===== config.mk =====
export PLATFORM = sky130hd
export DESIGN_NAME = fpu_cvt_arbiter
export DESIGN_NICKNAME = d
export VERILOG_FILES = /design/src/rtl/fpu_cvt_pkg.sv /design/src/rtl/fpu_resp_fifo.sv /design/src/rtl/fpu_cvt_arbiter.sv
export SDC_FILE = /design/constraint.sdc
export NUM_CORES = 1
export LEC_CHECK = 0
export CAP_MARGIN = 10
export CORE_MARGIN = 8
export CORE_UTILIZATION = 45
export CTS_BUF_LIST = sky130_fd_sc_hd__clkbuf_4 sky130_fd_sc_hd__clkbuf_8 sky130_fd_sc_hd__clkbuf_16
export CTS_CLUSTER_DIAMETER = 30
export CTS_CLUSTER_SIZE = 12
export DETAILED_ROUTE_END_ITERATION = 12
export PLACE_DENSITY = 0.69
export SETUP_SLACK_MARGIN = 0.05
export SLEW_MARGIN = 20
export SYNTH_ARGS = -nofsm -noshare
export SYNTH_HDL_FRONTEND = slang
export SYNTH_SLANG_ARGS = --single-unit

===== constraint.sdc =====
create_clock -name clk -period 4.9 [get_ports clk]
set_clock_uncertainty 0.1 [all_clocks]
set_input_delay 0.735 -clock clk [delete_from_list [all_inputs] [get_ports clk]]
set_output_delay 0.735 -clock clk [all_outputs]
set_load 0.02 [all_outputs]

===== src/rtl/fpu_cvt_pkg.sv =====
// rtl/fpu_cvt_pkg.sv - shared types for the two-requester ftoi arbiter
package fpu_cvt_pkg;
  localparam int NREQ = 2;

  typedef logic [31:0] word_t;

  typedef struct packed {
    logic v;
    logic id;
  } cvt_tag_t;
endpackage


===== src/rtl/fpu_resp_fifo.sv =====
// rtl/fpu_resp_fifo.sv - per-requester result FIFO, pointer pair plus full bit
module fpu_resp_fifo
  import fpu_cvt_pkg::*;
#(
  parameter int DEPTH = 4
) (
  input  logic  clk,
  input  logic  rst,
  input  logic  push,
  input  word_t push_data,
  input  logic  pop,
  output word_t pop_data,
  output logic  full,
  output logic  empty
);
  localparam int AW = $clog2(DEPTH);

  word_t         mem [DEPTH];
  logic [AW-1:0] wr_ptr;
  logic [AW-1:0] rd_ptr;
  logic          full_q;
  logic          do_pop;

  // Equal pointers mean empty unless the full bit says the writer lapped the reader.
  assign empty    = (wr_ptr == rd_ptr) && !full_q;
  assign full     = full_q;
  assign do_pop   = pop && !empty;
  assign pop_data = mem[rd_ptr];

  always_ff @(posedge clk) begin
    if (push) begin
      mem[wr_ptr] <= push_data;
    end
  end

  always_ff @(posedge clk) begin
    if (rst) begin
      wr_ptr <= '0;
      rd_ptr <= '0;
      full_q <= 1'b0;
    end else begin
      if (push) begin
        wr_ptr <= wr_ptr + AW'(1);
      end
      if (do_pop) begin
        rd_ptr <= rd_ptr + AW'(1);
      end
      if (push && !do_pop) begin
        full_q <= ((wr_ptr + AW'(1)) == rd_ptr);
      end else if (do_pop && !push) begin
        full_q <= 1'b0;
      end
    end
  end

  overflow_a: assert property (@(posedge clk) disable iff (rst) !(push && full_q && !do_pop));
endmodule


===== src/rtl/fpu_cvt_arbiter.sv =====
// rtl/fpu_cvt_arbiter.sv - round-robin sharing of one pipelined ftoi between two requesters
module fpu_cvt_arbiter
  import fpu_cvt_pkg::*;
#(
  parameter int NSTAGE     = 3,
  parameter int RESQ_DEPTH = 4
) (
  input  logic                   clk,
  input  logic                   rst,
  input  logic  [NREQ-1:0]       req_valid,
  output logic  [NREQ-1:0]       req_ready,
  input  word_t [NREQ-1:0]       req_data,
  output logic  [NREQ-1:0]       resp_valid,
  input  logic  [NREQ-1:0]       resp_ready,
  output word_t [NREQ-1:0]       resp_data,
  output word_t                  cvt_x,
  input  word_t                  cvt_y,
  output logic                   busy
);
  localparam int CW = $clog2(RESQ_DEPTH) + 1;
  localparam logic [CW-1:0] CREDIT_MAX = CW'(RESQ_DEPTH);

  logic [CW-1:0]   credit [NREQ];
  logic [NREQ-1:0] elig;
  logic [NREQ-1:0] grant;
  logic [NREQ-1:0] push;
  logic [NREQ-1:0] pop;
  logic [NREQ-1:0] fifo_full;
  logic [NREQ-1:0] fifo_empty;
  logic            rr_ptr;
  logic            gid;
  logic            issue;
  cvt_tag_t        tag_pipe [NSTAGE+1];

  always_comb begin
    elig = '0;
    for (int i = 0; i < NREQ; i++) begin
      elig[i] = req_valid[i] && (credit[i] < CREDIT_MAX);
    end
  end

  always_comb begin
    grant = '0;
    if (!rst) begin
      if (elig[0] && elig[1]) begin
        grant[rr_ptr] = 1'b1;
      end else begin
        grant = elig;
      end
    end
  end

  assign req_ready  = grant;
  assign gid        = grant[1];
  assign issue      = |grant;
  assign resp_valid = ~fifo_empty;
  assign pop        = resp_valid & resp_ready;

  // The tag pipe mirrors the converter latency; its last entry lines up with cvt_y.
  always_ff @(posedge clk) begin
    if (rst) begin
      cvt_x  <= '0;
      rr_ptr <= 1'b0;
      for (int k = 0; k <= NSTAGE; k++) begin
        tag_pipe[k] <= '0;
      end
    end else begin
      tag_pipe[0] <= cvt_tag_t'{v: issue, id: gid};
      for (int k = 1; k <= NSTAGE; k++) begin
        tag_pipe[k] <= tag_pipe[k-1];
      end
      if (issue) begin
        cvt_x  <= req_data[gid];
        rr_ptr <= ~gid;
      end
    end
  end

  // Credits count in-flight plus queued results, so a FIFO push always has room.
  always_ff @(posedge clk) begin
    for (int i = 0; i < NREQ; i++) begin
      if (rst) begin
        credit[i] <= '0;
      end else if (grant[i] && !pop[i]) begin
        credit[i] <= credit[i] + CW'(1);
      end else if (pop[i] && !grant[i]) begin
        credit[i] <= credit[i] - CW'(1);
      end
    end
  end

  always_comb begin
    busy = |(~fifo_empty);
    for (int k = 0; k <= NSTAGE; k++) begin
      busy = busy | tag_pipe[k].v;
    end
  end

  for (genvar i = 0; i < NREQ; i++) begin : g_resp
    assign push[i] = tag_pipe[NSTAGE].v && (tag_pipe[NSTAGE].id == 1'(i));

    fpu_resp_fifo #(
      .DEPTH(RESQ_DEPTH)
    ) u_fifo (
      .clk       (clk),
      .rst       (rst),
      .push      (push[i]),
      .push_data (cvt_y),
      .pop       (pop[i]),
      .pop_data  (resp_data[i]),
      .full      (fifo_full[i]),
      .empty     (fifo_empty[i])
    );

    push_full_a: assert property (@(posedge clk) disable iff (rst) !(push[i] && fifo_full[i] && !pop[i]));
  end
endmodule

# ---- After elaboration in Yosys (flattened, before gate mapping)
# Memory sizes are Yosys's and may differ from the RTL's. A register that Yosys moved wholly into a read port is not among the register bits.
# Cells that the tools add are included.
dict set report op_classes {
  add_sub_neg 8
  n_lt_le_gt_ge 5
  n_eq_ne 4
  n_mux 43
  bitwise 16
  reduce_logical 34
}
# operator n
set ops {}
lappend ops {{$mux 32} 2}
lappend ops {{$mux 1} 26}
lappend ops {{$mux 2} 10}
lappend ops {{$logic_and 1x1->1} 18}
lappend ops {{$logic_not 1->1} 12}
lappend ops {{$mux 3} 4}
lappend ops {{$or 1x1->1} 12}
lappend ops {{$add 2x1->2 const B} 4}
lappend ops {{$eq 2x2->1} 4}
lappend ops {{$add 3x1->3 const B} 2}
lappend ops {{$lt 3x3->1 const B} 2}
lappend ops {{$sub 3x1->3 const B} 2}
lappend ops {{$lt 1x2->1 const B} 2}
lappend ops {{$reduce_bool 2->1} 2}
lappend ops {{$reduce_or 2->1} 2}
lappend ops {{$and 2x2->2} 1}
lappend ops {{$not 1->1} 2}
lappend ops {{$not 2->2} 1}
lappend ops {{$demux 1 s1} 1}
lappend ops {{$ge 1x1->1 const B} 1}
dict set report totals {
  regBits 43
  ram_bits 270
  inputBits 102
  output_inout_bits 101
  elab_cells 122
  mem_count 4
}
# memory depth word_bits rd rd_clocked_by_memory_dff wr line_no
set memory_table {}
lappend memory_table {{g_resp[0].u_fifo.mem} 4 32 1 1 1 fpu_resp_fifo.sv:18} ;# word_t mem [DEPTH];
lappend memory_table {{g_resp[1].u_fifo.mem} 4 32 1 1 1 fpu_resp_fifo.sv:18}
lappend memory_table {tag_pipe 4 2 4 0 4 fpu_cvt_arbiter.sv:33} ;# cvt_tag_t tag_pipe [NSTAGE+1];
lappend memory_table {credit 2 3 2 0 2 fpu_cvt_arbiter.sv:23} ;# logic [CW-1:0] credit [NREQ];

# ---- Logic depth before layout (Yosys ltp)
# Gate-level depths: netlist of the first run.
dict set report logic_depth {
  ltp_word 13
  depth_mapped 9
  depth_no_buf 7
}

# ---- Cells and area by module
# A second synthesis of the first run with hierarchy kept.
dict set report unflattened {
  hier_cells 679
  area_unflattened_um2 12594.6
}
# mod n_inst cells_per_inst area_each_um2 seq_area_each_um2
set by_module_without_submodules {}
lappend by_module_without_submodules {fpu_resp_fifo 2 210 5006.1 3983.8}
lappend by_module_without_submodules {fpu_cvt_arbiter 1 259 2582.5 1001.0}

# ---- Worst setup path before layout of the first run
# No wires, ideal clock.
dict set report synth_path {
  path_type {input to register}
  from {in req_valid[0]}
  to {mem credit[1][2] in the netlist's numbering, data pin}
  setup_time_ps 149
  t_arrival_ps 2623
  t_required_ps 4651
  slack_ps 2029
  path_stages 8
  path_buffers 1
  cell_sequence {or3b_2 > buf_2 > a21oi_1 > nand3_1 > fa_1 > xor2_1 > or4_1 > mux2i_1}
}
# item line_no
set synth_rtl {}
lappend synth_rtl {{start: declaration} fpu_cvt_arbiter.sv:10} ;# input logic [NREQ-1:0] req_valid,
lappend synth_rtl {{end: declaration} fpu_cvt_arbiter.sv:23}

==> results of run 1 <==
==> final timing paths <==
check                 startpoint             end  slack, ps  cells past startpoint
setup / recovery        register   resp_data[39]       1260                      3
hold / removal    tag_pipe[1][0]  tag_pipe[2][0]        330                      1
setup reg to reg    credit[0][2]    credit[1][2]       1840                      7
hold reg to reg   tag_pipe[1][0]  tag_pipe[2][0]        330                      1
==> registers in the layout, summed over array words and instances, names as in the netlist, named ones only <==
name                  count
g_resp.u_fifo.mem       256
cvt_x                    32
tag_pipe                  8
credit                    6
g_resp.u_fifo.rd_ptr      4
g_resp.u_fifo.wr_ptr      4
g_resp.u_fifo.full        2
rr_ptr                    1
==> cells by family after synthesis <==
logic type | Yosys count
AOI/OAI and AO/OA | 117
buffers and inverters | 57
DFF | 317
adders and majority gates | 13
xor gates and xnor gates | 10
and+or+nand+nor | 92
muxes | 77
==> power by group through the flow <==
stage / combinational [W] / clock [W] / sequential (W)
after CTS: 0.000618 / 0.00423 / 0.00303
final: 0.000610 / 0.00416 / 0.00303
after global routing: 0.000658 / 0.00436 / 0.00303
after floorplan: 0.000282 / 0 / 0.00309
after detailed placement: 0.000613 / 0 / 0.00308
after global placement: 0.000615 / 0 / 0.00307
==> layout make-up <==
| type | instances | area share |
|---|---|---|
| timing repair buffer | 212 | 0.125 |
| inverter | 10 | 0.00224 |
| sequential | 317 | 0.535 |
| multi-input combinational | 309 | 0.187 |
| clock buffer | 68 | 0.0920 |
| tap | 341 | 0.0254 |
| clock inverter | 43 | 0.0334 |
==> routing by layer <==
layer,GRT usage,share of wire
met3,0.0729,0.10
met4,0.0485,0.019
met5,0,0.00085
met1,0.205,0.40
met2,0.280,0.48
==> through the flow <==
stage          worst slack (ps)  power, W
2_1_floorplan              2030   0.00338
3_3_place_gp               1150   0.00369
3_5_place_dp               1100   0.00369
4_1_cts                    1140   0.00788
5_1_grt                    1070   0.00805
6_report                   1260   0.00780
==> cells in the final DEF, fill, tap and decap left out, types with 5 or more instances in the layout <==
master and count:
mux2i_1 8, mux2_2 5, o21ai_0 34, nor2b_1 9, clkinv_4 6, edfxtp_1 262
mux4_2 64, clkbuf_16 59, clkinvlp_4 10, xnor2_1 5, ha_1 12, buf_4 10
bufinv_16 10, clkinv_2 8, xor2_1 5, a21oi_1 7, dfxtp_1 51, nand2_1 6
clkdlybuf4s50_1 202, nor2_1 10, clkbuf_4 9, o31ai_1 32, nand3_1 36, a31oi_1 32
inv_1 9
==> critical path: stages, from the launching register on <==
cell and delay [ps]:
dfxtp_2 760, buf_4 360, mux4_2 560, clkdlybuf4s50_1 570
==> reports/qor.csv, run 1 <==
metric,value,unit
outcome,finished clean,
die height,182,um
Post-Synth Simple-Gate Area,0.0422,
post-CTS resize count,0,
cell taking the most area after synthesis,edfxtp_1,
dpl hpwl,17.2,mm
Routed WL,28.4,mm
area of the multi-input gates,0.00315,mm^2
Net Sw Power,0.00173,W
share of the clock period used by the worst path,0.743,
vias post-DR,7143,
Register Area,0.00897,mm^2
Crit. End Element,output port,
largest net degree at the start of global routing,40,
critical-path maximum fanout,16,
I/O Pins,203,
Clock Root Buffer,clkbuf_16,
leakage,5.62,nW
Final Non-Filler Cells,1300,
hold slack,334,ps
clock tree from TritonCTS,done,
Netlist cell types,43,
hold-fix buffers at CTS,0,
total clock buffers created by CTS,59,
initial antenna violation count,2,
Fill cells,1929,
CP required,4070,ps
Wirelength per Cell,21.8,um
Synth Register Bits,317,
Final Cell Area,0.0168,mm^2
share of layout cells above drive strength 1,0.218,
sequential cell area fraction in the yosys report,0.727,
worst setup path class,register to output port,
Main synth FF type,edfxtp_1,
first-pass GRT wire length,44.5,mm
placed insts,1189,
Placed Area,0.0147,mm^2
initial DRC count,283,
clk slew on worst S/H paths,50,ps
top-area cell type share of the netlist area,0.638,
Post-Synth XOR/XNOR Area,0.00710,
Syn-to-layout area delta,36.0,%
Antenna Nets Post-Route,0,
Synth async-reset ratio,0,
P per Cell Area,465,mW/mm^2
Synth Warn #,0,
# diodes,0,
maxcap violations,0,
Die X,182,um
Post-Synthesis Cells,683,
top-count cell post-synth,edfxtp_1,
final layout net count,1024,
post-layout minimum cycle time,3640,ps
Placer Congestion,0.825,
mapped cell area,0.0123,mm^2
Gate power share,0.078,
Post-synth top cells,"edfxtp_1 (262), mux4_2 (64), dfxtp_1 (55), nand3_1 (36), o21ai_0 (34)",
gr usage total,0.171,
clock tree buffer depth,3,
max frequency,0.275,GHz
Die ar.,0.0330,mm^2
worst skew pair latency,560,ps
Synth Net Count,798,
RSZ-0062 raised after global routing,no,
Hold Fails Final Rpt,0,
Final setup viols,0,
post-CTS setup repair buffer count,0,
number of flops mapped to enable cells by yosys,262,
"Arr. time, crit path",2810,ps
DRC,0,
utilization after layout,0.623,
main combinational cell family by area after synthesis,multiplexers,
# clock sinks,317,
1st-pass router iterations,4,
Adder-Cell Fraction of Synth Area,0.0138,
mux contribution to synthesized area,0.128,
Max Transition Viols Final,0,
starting density of the core,0.458,
row cnt,60,
Synth Area in Compound Gates,0.0623,
Worst Max-Slew Pin Slew,993,ps
sw frac,0.221,
Hold Path Class,register to register,
vias in the first global route,7834,
Congestion Overflow GR,0,
Clock Power Share,0.534,
"top cells by area, synth","edfxtp_1 (64%), mux4_2 (12%), dfxtp_1 (8.9%)",
port bufs,202,
Core ar.,0.0270,mm^2
crit start category,register,
Seq pwr share,0.388,
Relative slew margins,0.338,
TNS Setup,0,ps
Internal Power,0.00607,W
Mean Syn Cell Area,18.1,um^2
vias per cell,5.49,
CTS HTree Levels,2,
VDD IR max,266,uV
No activity file was read; power rests on OpenSTA's default activity.
==> run 2: changes to the inputs <==
--- a/config.mk
+++ b/config.mk
@@ -12,7 +12,7 @@
 export CTS_CLUSTER_DIAMETER = 30
 export CTS_CLUSTER_SIZE = 12
 export DETAILED_ROUTE_END_ITERATION = 12
-export PLACE_DENSITY = 0.69
+export PLACE_DENSITY = 0.72
 export SETUP_SLACK_MARGIN = 0.05
 export SLEW_MARGIN = 20
 export SYNTH_ARGS = -nofsm -noshare
==> constraint.sdc (replaced) <==
create_clock -name clk -period 3.1 [get_ports clk]
set_clock_uncertainty 0.1 [all_clocks]
set_input_delay 0.465 -clock clk [delete_from_list [all_inputs] [get_ports clk]]
set_output_delay 0.465 -clock clk [all_outputs]
set_load 0.02 [all_outputs]
==> run 2 against run 1 <==
  * Critical endpoint is now resp_data[47]
  * Critical path depth is the same
  * Sequential share of layout area shrank 0.73 points
  * Sequential cell count is the same
  * Clock power grew 60%
  * Core utilization grew 0.88 points
  * Largest cell class unchanged
  * Design area grew 1.4%
  * Wire length grew 1.6%
  * Final cell count grew 1.5%
  * Non-clock buffer count grew 17
  * Combinational power grew 62%
  * First-iteration DRC count grew 16%
  * Setup slack lost 1100 ps
==> reports/qor.csv, run 2 (same netlist as run 1, synthesis figures left out) <==
metric,value,unit,change
Wirelength per Cell,21.9,um,about the same
dpl hpwl,18.1,mm,+5.6%
Final Non-Filler Cells,1320,,+1.5%
starting density of the core,0.458,,unchanged
DRC,0,,unchanged
worst setup path class,register to output port,,
critical-path maximum fanout,32,,+16
initial antenna violation count,1,,-1
P per Cell Area,730,mW/mm^2,+57%
initial DRC count,329,,+16%
RSZ-0062 raised after global routing,no,,
clk slew on worst S/H paths,50,ps,about the same
leakage,5.75,nW,+2.3%
Hold Fails Final Rpt,0,,unchanged
Relative slew margins,0.628,,+0.290
maxcap violations,0,,unchanged
Largest register FFs,256,,unchanged
Die ar.,0.0330,mm^2,unchanged
post-layout minimum cycle time,2950,ps,
Max Transition Viols Final,0,,unchanged
port bufs,202,,unchanged
CTS HTree Levels,2,,unchanged
Antenna Nets Post-Route,0,,unchanged
vias post-DR,7290,,+2.1%
clock tree buffer depth,3,,unchanged
Hold Path Class,register to register,,
CP required,2530,ps,-1540 ps
VDD IR max,538,uV,+100%
Crit. End Element,output port,,
final worst setup slack,154,ps,-1100 ps
"Most flops, register",g_resp.u_fifo.mem,,
pre-CTS setup slack,-13.1,ps,-1120 ps
share of the clock period used by the worst path,0.950,,
top flop regs,"g_resp.u_fifo.mem (256), cvt_x (32), tag_pipe (8)",,
area of the multi-input gates,0.00315,mm^2,+0.16%
I/O Pins,203,,unchanged
row cnt,60,,unchanged
Placer Congestion,0.788,,-4.5%
clock tree from TritonCTS,done,,
vias in the first global route,7783,,-0.65%
max frequency,0.339,GHz,
first-pass GRT wire length,45.0,mm,+1.1%
# clock sinks,317,,unchanged
worst skew pair latency,560,ps,about the same
largest net degree at the start of global routing,38,,-5.0%
"Arr. time, crit path",2380,ps,-430 ps
Register Area,0.00898,mm^2,about the same
Fill cells,1886,,-2.2%
Final setup viols,0,,unchanged
gr usage total,0.172,,+0.00124
Clock Root Buffer,clkbuf_16,,
vias per cell,5.52,,+0.51%
"commonest non-fill, non-tap cell in the layout",edfxtp_1,,
most frequent cells in the layout,"edfxtp_1 (262), clkdlybuf4s50_1 (201), mux4_2 (64)",,
crit start category,register,,
final layout net count,1042,,+1.8%
1st-pass router iterations,4,,unchanged
Core ar.,0.0270,mm^2,unchanged
Congestion Overflow GR,0,,unchanged
Routed WL,28.9,mm,+1.6%
die height,182,um,unchanged
post-CTS setup repair buffer count,0,,unchanged
placed insts,1206,,+1.4%
Die X,182,um,unchanged
total clock buffers created by CTS,60,,+1.7%
outcome,finished clean,,
Syn-to-layout area delta,38.0,%,
share of layout cells above drive strength 1,0.228,,+0.0101
Worst Max-Slew Pin Slew,557,ps,-436 ps
==> run 2: cell count changes in the layout (fill, tap and decap cells not counted), moves of 2 or more <==
cell | previous run | this run
buf_12 | 0 | 5
clkinvlp_4 | 10 | 8
buf_4 | 10 | 22
clkbuf_4 | 9 | 3
clkbuf_8 | 0 | 2
clkinv_1 | 3 | 7
inv_6 | 4 | 8
==> run 2: layout make-up <==
cell class,instances,area share
multi-input cells,309,0.185
diodes,1,0.000147
repair buffers,229,0.134
well taps,341,0.0251
flip-flops and latches,317,0.527
clock buffers,65,0.0911
clock inverters,48,0.0347
inverters,10,0.00221
==> run 2: timing repair <==
item / in CTS / in global routing
hold buffers: 0 / 0
resized for setup: 1 / 1
pin swaps: 0 / 0
endpoints found under the setup margin: 1 / 2
==> run 2: routing by layer <==
| metal | GRT usage | vias up | wire [um] | share of wire |
|---|---|---|---|---|
| met3 | 0.0695 | 44 | 2730 | 0.094 |
| met1 | 0.208 | 3677 | 11800 | 0.41 |
| met5 | 0 | - | 13 | 0.00045 |
| met2 | 0.283 | 273 | 13700 | 0.48 |
| met4 | 0.0495 | 2 | 561 | 0.019 |
| li1 | - | 3294 | - | - |
==> run 2: worst max-delay path, cell delays in order (launching register included) <==
cell	delay, ps
dfxtp_2	340
buf_12	280
mux4_2	570
clkdlybuf4s50_1	630
==> run 2: final timing paths <==
| kind | from | to | slack, ps | cells past startpoint |
|---|---|---|---|---|
| worst min register to register | tag_pipe[2][0] | tag_pipe[3][0] | 330 | 1 |
| worst max register to register | credit[0][2] | credit[1][2] | 460 | 7 |
| worst min-delay path | tag_pipe[2][0] | tag_pipe[3][0] | 330 | 1 |
| worst max-delay path | register | resp_data[47] | 150 | 3 |
==> run 2: power by group <==
part | leakage [nW] | total (W) | internal, W | switching (W)
sequential | 2.82 | 0.00477 | 0.00470 | 0.0000638
combinational | 1.90 | 0.000991 | 0.000476 | 0.000514
clock | 1.03 | 0.00667 | 0.00448 | 0.00219
total | 5.75 | 0.0124 | 0.00966 | 0.00277
==> run 2: stage by stage <==
step	hold slack [ps]	TNS, ps	instance area, um^2	total power [W]	utilization
floorplan	314	0	12300	0.00534	-
global placement	319	0	14900	0.00583	0.552
detailed placement	324	-13.1	14900	0.00584	0.552
CTS	339	0	17000	0.0126	0.631
global route	354	0	17000	0.0128	0.631
finish	333	0	17000	0.0124	0.632
==> run 3: changes to the inputs <==
--- a/config.mk
+++ b/config.mk
@@ -12,8 +12,9 @@
 export CTS_CLUSTER_DIAMETER = 30
 export CTS_CLUSTER_SIZE = 12
 export DETAILED_ROUTE_END_ITERATION = 12
+export HOLD_SLACK_MARGIN = 0.06
 export PLACE_DENSITY = 0.72
-export SETUP_SLACK_MARGIN = 0.05
+export SETUP_SLACK_MARGIN = 0.3
 export SLEW_MARGIN = 20
 export SYNTH_ARGS = -nofsm -noshare
 export SYNTH_HDL_FRONTEND = slang
==> run 3 against run 2 <==
  * Via count increased by 0.58%
  * Core utilization increased by 0.84 points
  * Sequential power about the same
  * Sequential share of layout area decreased by 0.66 points
  * Combinational power about the same
  * Power about the same
  * Fmax increased by 3.8%
  * Clock-buffer cell count unchanged
  * Critical endpoint is now busy
  * Largest power group unchanged
  * Highest routed layer unchanged
==> reports/qor.csv, run 3 (same netlist as run 1, synthesis figures left out) <==
metric,value,unit,change
I/O Pins,203,,unchanged
Worst Max-Slew Pin Slew,556,ps,-0.504 ps
critical-path maximum fanout,6,,-81%
die height,182,um,unchanged
clock tree buffer depth,3,,unchanged
max frequency,0.352,GHz,+3.8%
maxcap violations,0,,unchanged
Relative slew margins,0.628,,about the same
Hold Path Class,register to register,,
first-pass GRT wire length,45.1,mm,about the same
Hold Fails Final Rpt,0,,unchanged
# clock sinks,317,,unchanged
Syn-to-layout area delta,39.8,%,
initial antenna violation count,1,,unchanged
largest net degree at the start of global routing,38,,unchanged
starting density of the core,0.458,,unchanged
CP required,2530,ps,about the same
hold depth,1,,unchanged
final worst setup slack,261,ps,+107 ps
Register Area,0.00898,mm^2,about the same
"Arr. time, crit path",2270,ps,-110 ps
gr usage total,0.173,,+0.000225
Max Transition Viols Final,0,,unchanged
initial DRC count,343,,+4.3%
most frequent cell on the critical path,or3_1,,
Die X,182,um,unchanged
Routed WL,29.7,mm,+2.9%
share of layout cells above drive strength 1,0.236,,+0.00770
Die ar.,0.0330,mm^2,unchanged
vias in the first global route,7785,,+0.026%
total clock buffers created by CTS,60,,unchanged
"Most flops, register",g_resp.u_fifo.mem,,
RSZ-0062 raised after global routing,yes,,
"commonest non-fill, non-tap cell in the layout",edfxtp_1,,
Core ar.,0.0270,mm^2,unchanged
CTS HTree Levels,2,,unchanged
vias post-DR,7332,,+0.58%
Crit. End Element,output port,,
Fill cells,1851,,-1.9%
Hold Path Sink,tag_pipe[3][0],,
Wirelength per Cell,22.5,um,+2.8%
hold-fix buffers at CTS,0,,unchanged
clock tree from TritonCTS,done,,
port bufs,202,,unchanged
post-layout minimum cycle time,2840,ps,-107 ps
Worst Min Path Start,tag_pipe[2][0],,
max incr delay on CP,450,ps,-180 ps
leakage,6.36,nW,+11%
pre-CTS setup slack,-13.1,ps,unchanged
Worst R2R Path Depth,7,,unchanged
Final setup viols,0,,unchanged
Crit Reg-Reg Endpoint,credit[1][2],,
crit start category,register,,
Congestion Overflow GR,0,,unchanged
DRC,0,,unchanged
vias per cell,5.55,,+0.42%
dpl hpwl,18.1,mm,unchanged
VDD IR max,541,uV,+0.48%
hold slack,333,ps,+0.320 ps
utilization after layout,0.640,,+0.00840
most frequent cells in the layout,"edfxtp_1 (262), clkdlybuf4s50_1 (133), mux4_2 (64)",,
outcome,finished clean,,
Critical-path top delay cell,or3_1,,
CP Cell Sequence,xor2_2 -> or3_1 -> or3_1 -> dlygate4sd2_1,,
1st-pass router iterations,4,,unchanged
share of the clock period used by the worst path,0.916,,-0.0346
top flop regs,"g_resp.u_fifo.mem (256), cvt_x (32), tag_pipe (8)",,
row cnt,60,,unchanged
area of the multi-input gates,0.00317,mm^2,+0.71%
"Power, Total",0.0124,W,about the same
R2R Setup Slk,460,ps,about the same
Placer Congestion,0.788,,unchanged
worst setup path class,register to output port,,
clk slew on worst S/H paths,50,ps,about the same
P per Cell Area,721,mW/mm^2,-1.2%
TNS Setup,0,ps,unchanged
Antenna Nets Post-Route,0,,unchanged
final layout net count,1044,,+0.19%
worst skew pair latency,560,ps,about the same
worst r2r src,credit[0][2],,
post-CTS setup repair buffer count,0,,unchanged
Largest register FFs,256,,unchanged
Clock Root Buffer,clkbuf_16,,
==> run 3: cell types whose count changed in the layout (fill, tap and decap cells not counted), sizes merged <==
| cell | change |
|---|---|
| clkdlybuf4s50 | -68 |
| dlymetal6s2s | +62 |
| dlygate4sd2 | +6 |
| clkbuf | +2 |
==> run 3: per-stage QoR <==
step / cells / instance area [um^2]
after CTS: 1319 / 17000
after floorplan: 683 / 12300
after global routing: 1321 / 17200
after global placement: 1206 / 14900
after detailed placement: 1206 / 14900
final: 1322 / 17200
==> run 3: how the worst max path moves through the flow <==
stage          slack [ps]             to  depth (start not counted)                        from
2_1_floorplan         500   credit[1][2]                          8                req_valid[0]
3_3_place_gp           50   credit[1][2]                          8                req_valid[0]
3_5_place_dp          -10   credit[1][2]                          8                req_valid[0]
4_1_cts               140  resp_data[33]                          3                    register
5_1_grt               150           busy                          4  g_resp[1].u_fifo.wr_ptr[0]
6_report              260           busy                          4  g_resp[1].u_fifo.wr_ptr[0]
==> run 3: critical path, delay by kind of cell, from the launching register on <==
| kind | cells | cell delay (ps) |
|---|---|---|
| flops | 1 | 350 |
| simple gates | 2 | 820 |
| xor+xnor | 1 | 210 |
| buf+inv | 1 | 350 |
==> run 3: report_power, final <==
part,switching [W],internal (W),total [W]
sequential,0.0000670,0.00470,0.00477
clock,0.00220,0.00448,0.00668
combinational,0.000518,0.000472,0.000990
total,0.00278,0.00966,0.0124
==> run 3: what timing repair did <==
action | in CTS | in global routing
endpoints found under the setup margin | 68 | 63
resized for setup | 11 | 66
gates cloned | 0 | 2
==> run 3: final cells by class <==
class / instances / area share
diodes: 1 / 0.000145
clock buffers: 65 / 0.0900
clock inverters: 48 / 0.0342
inverters: 10 / 0.00218
multi-input cells: 309 / 0.184
flip-flops and latches: 317 / 0.521
well taps: 341 / 0.0247
repair buffers: 231 / 0.144
==> run 3: metal layers <==
| layer | global-route usage | vias up | part of all wire | wire, um |
|---|---|---|---|---|
| li1 | - | 3300 | - | - |
| met1 | 0.208 | 3670 | 0.40 | 12000 |
| met2 | 0.283 | 313 | 0.48 | 14200 |
| met3 | 0.0695 | 47 | 0.097 | 2890 |
| met4 | 0.0495 | 2 | 0.019 | 576 |
| met5 | 0 | - | 0.00044 | 13 |
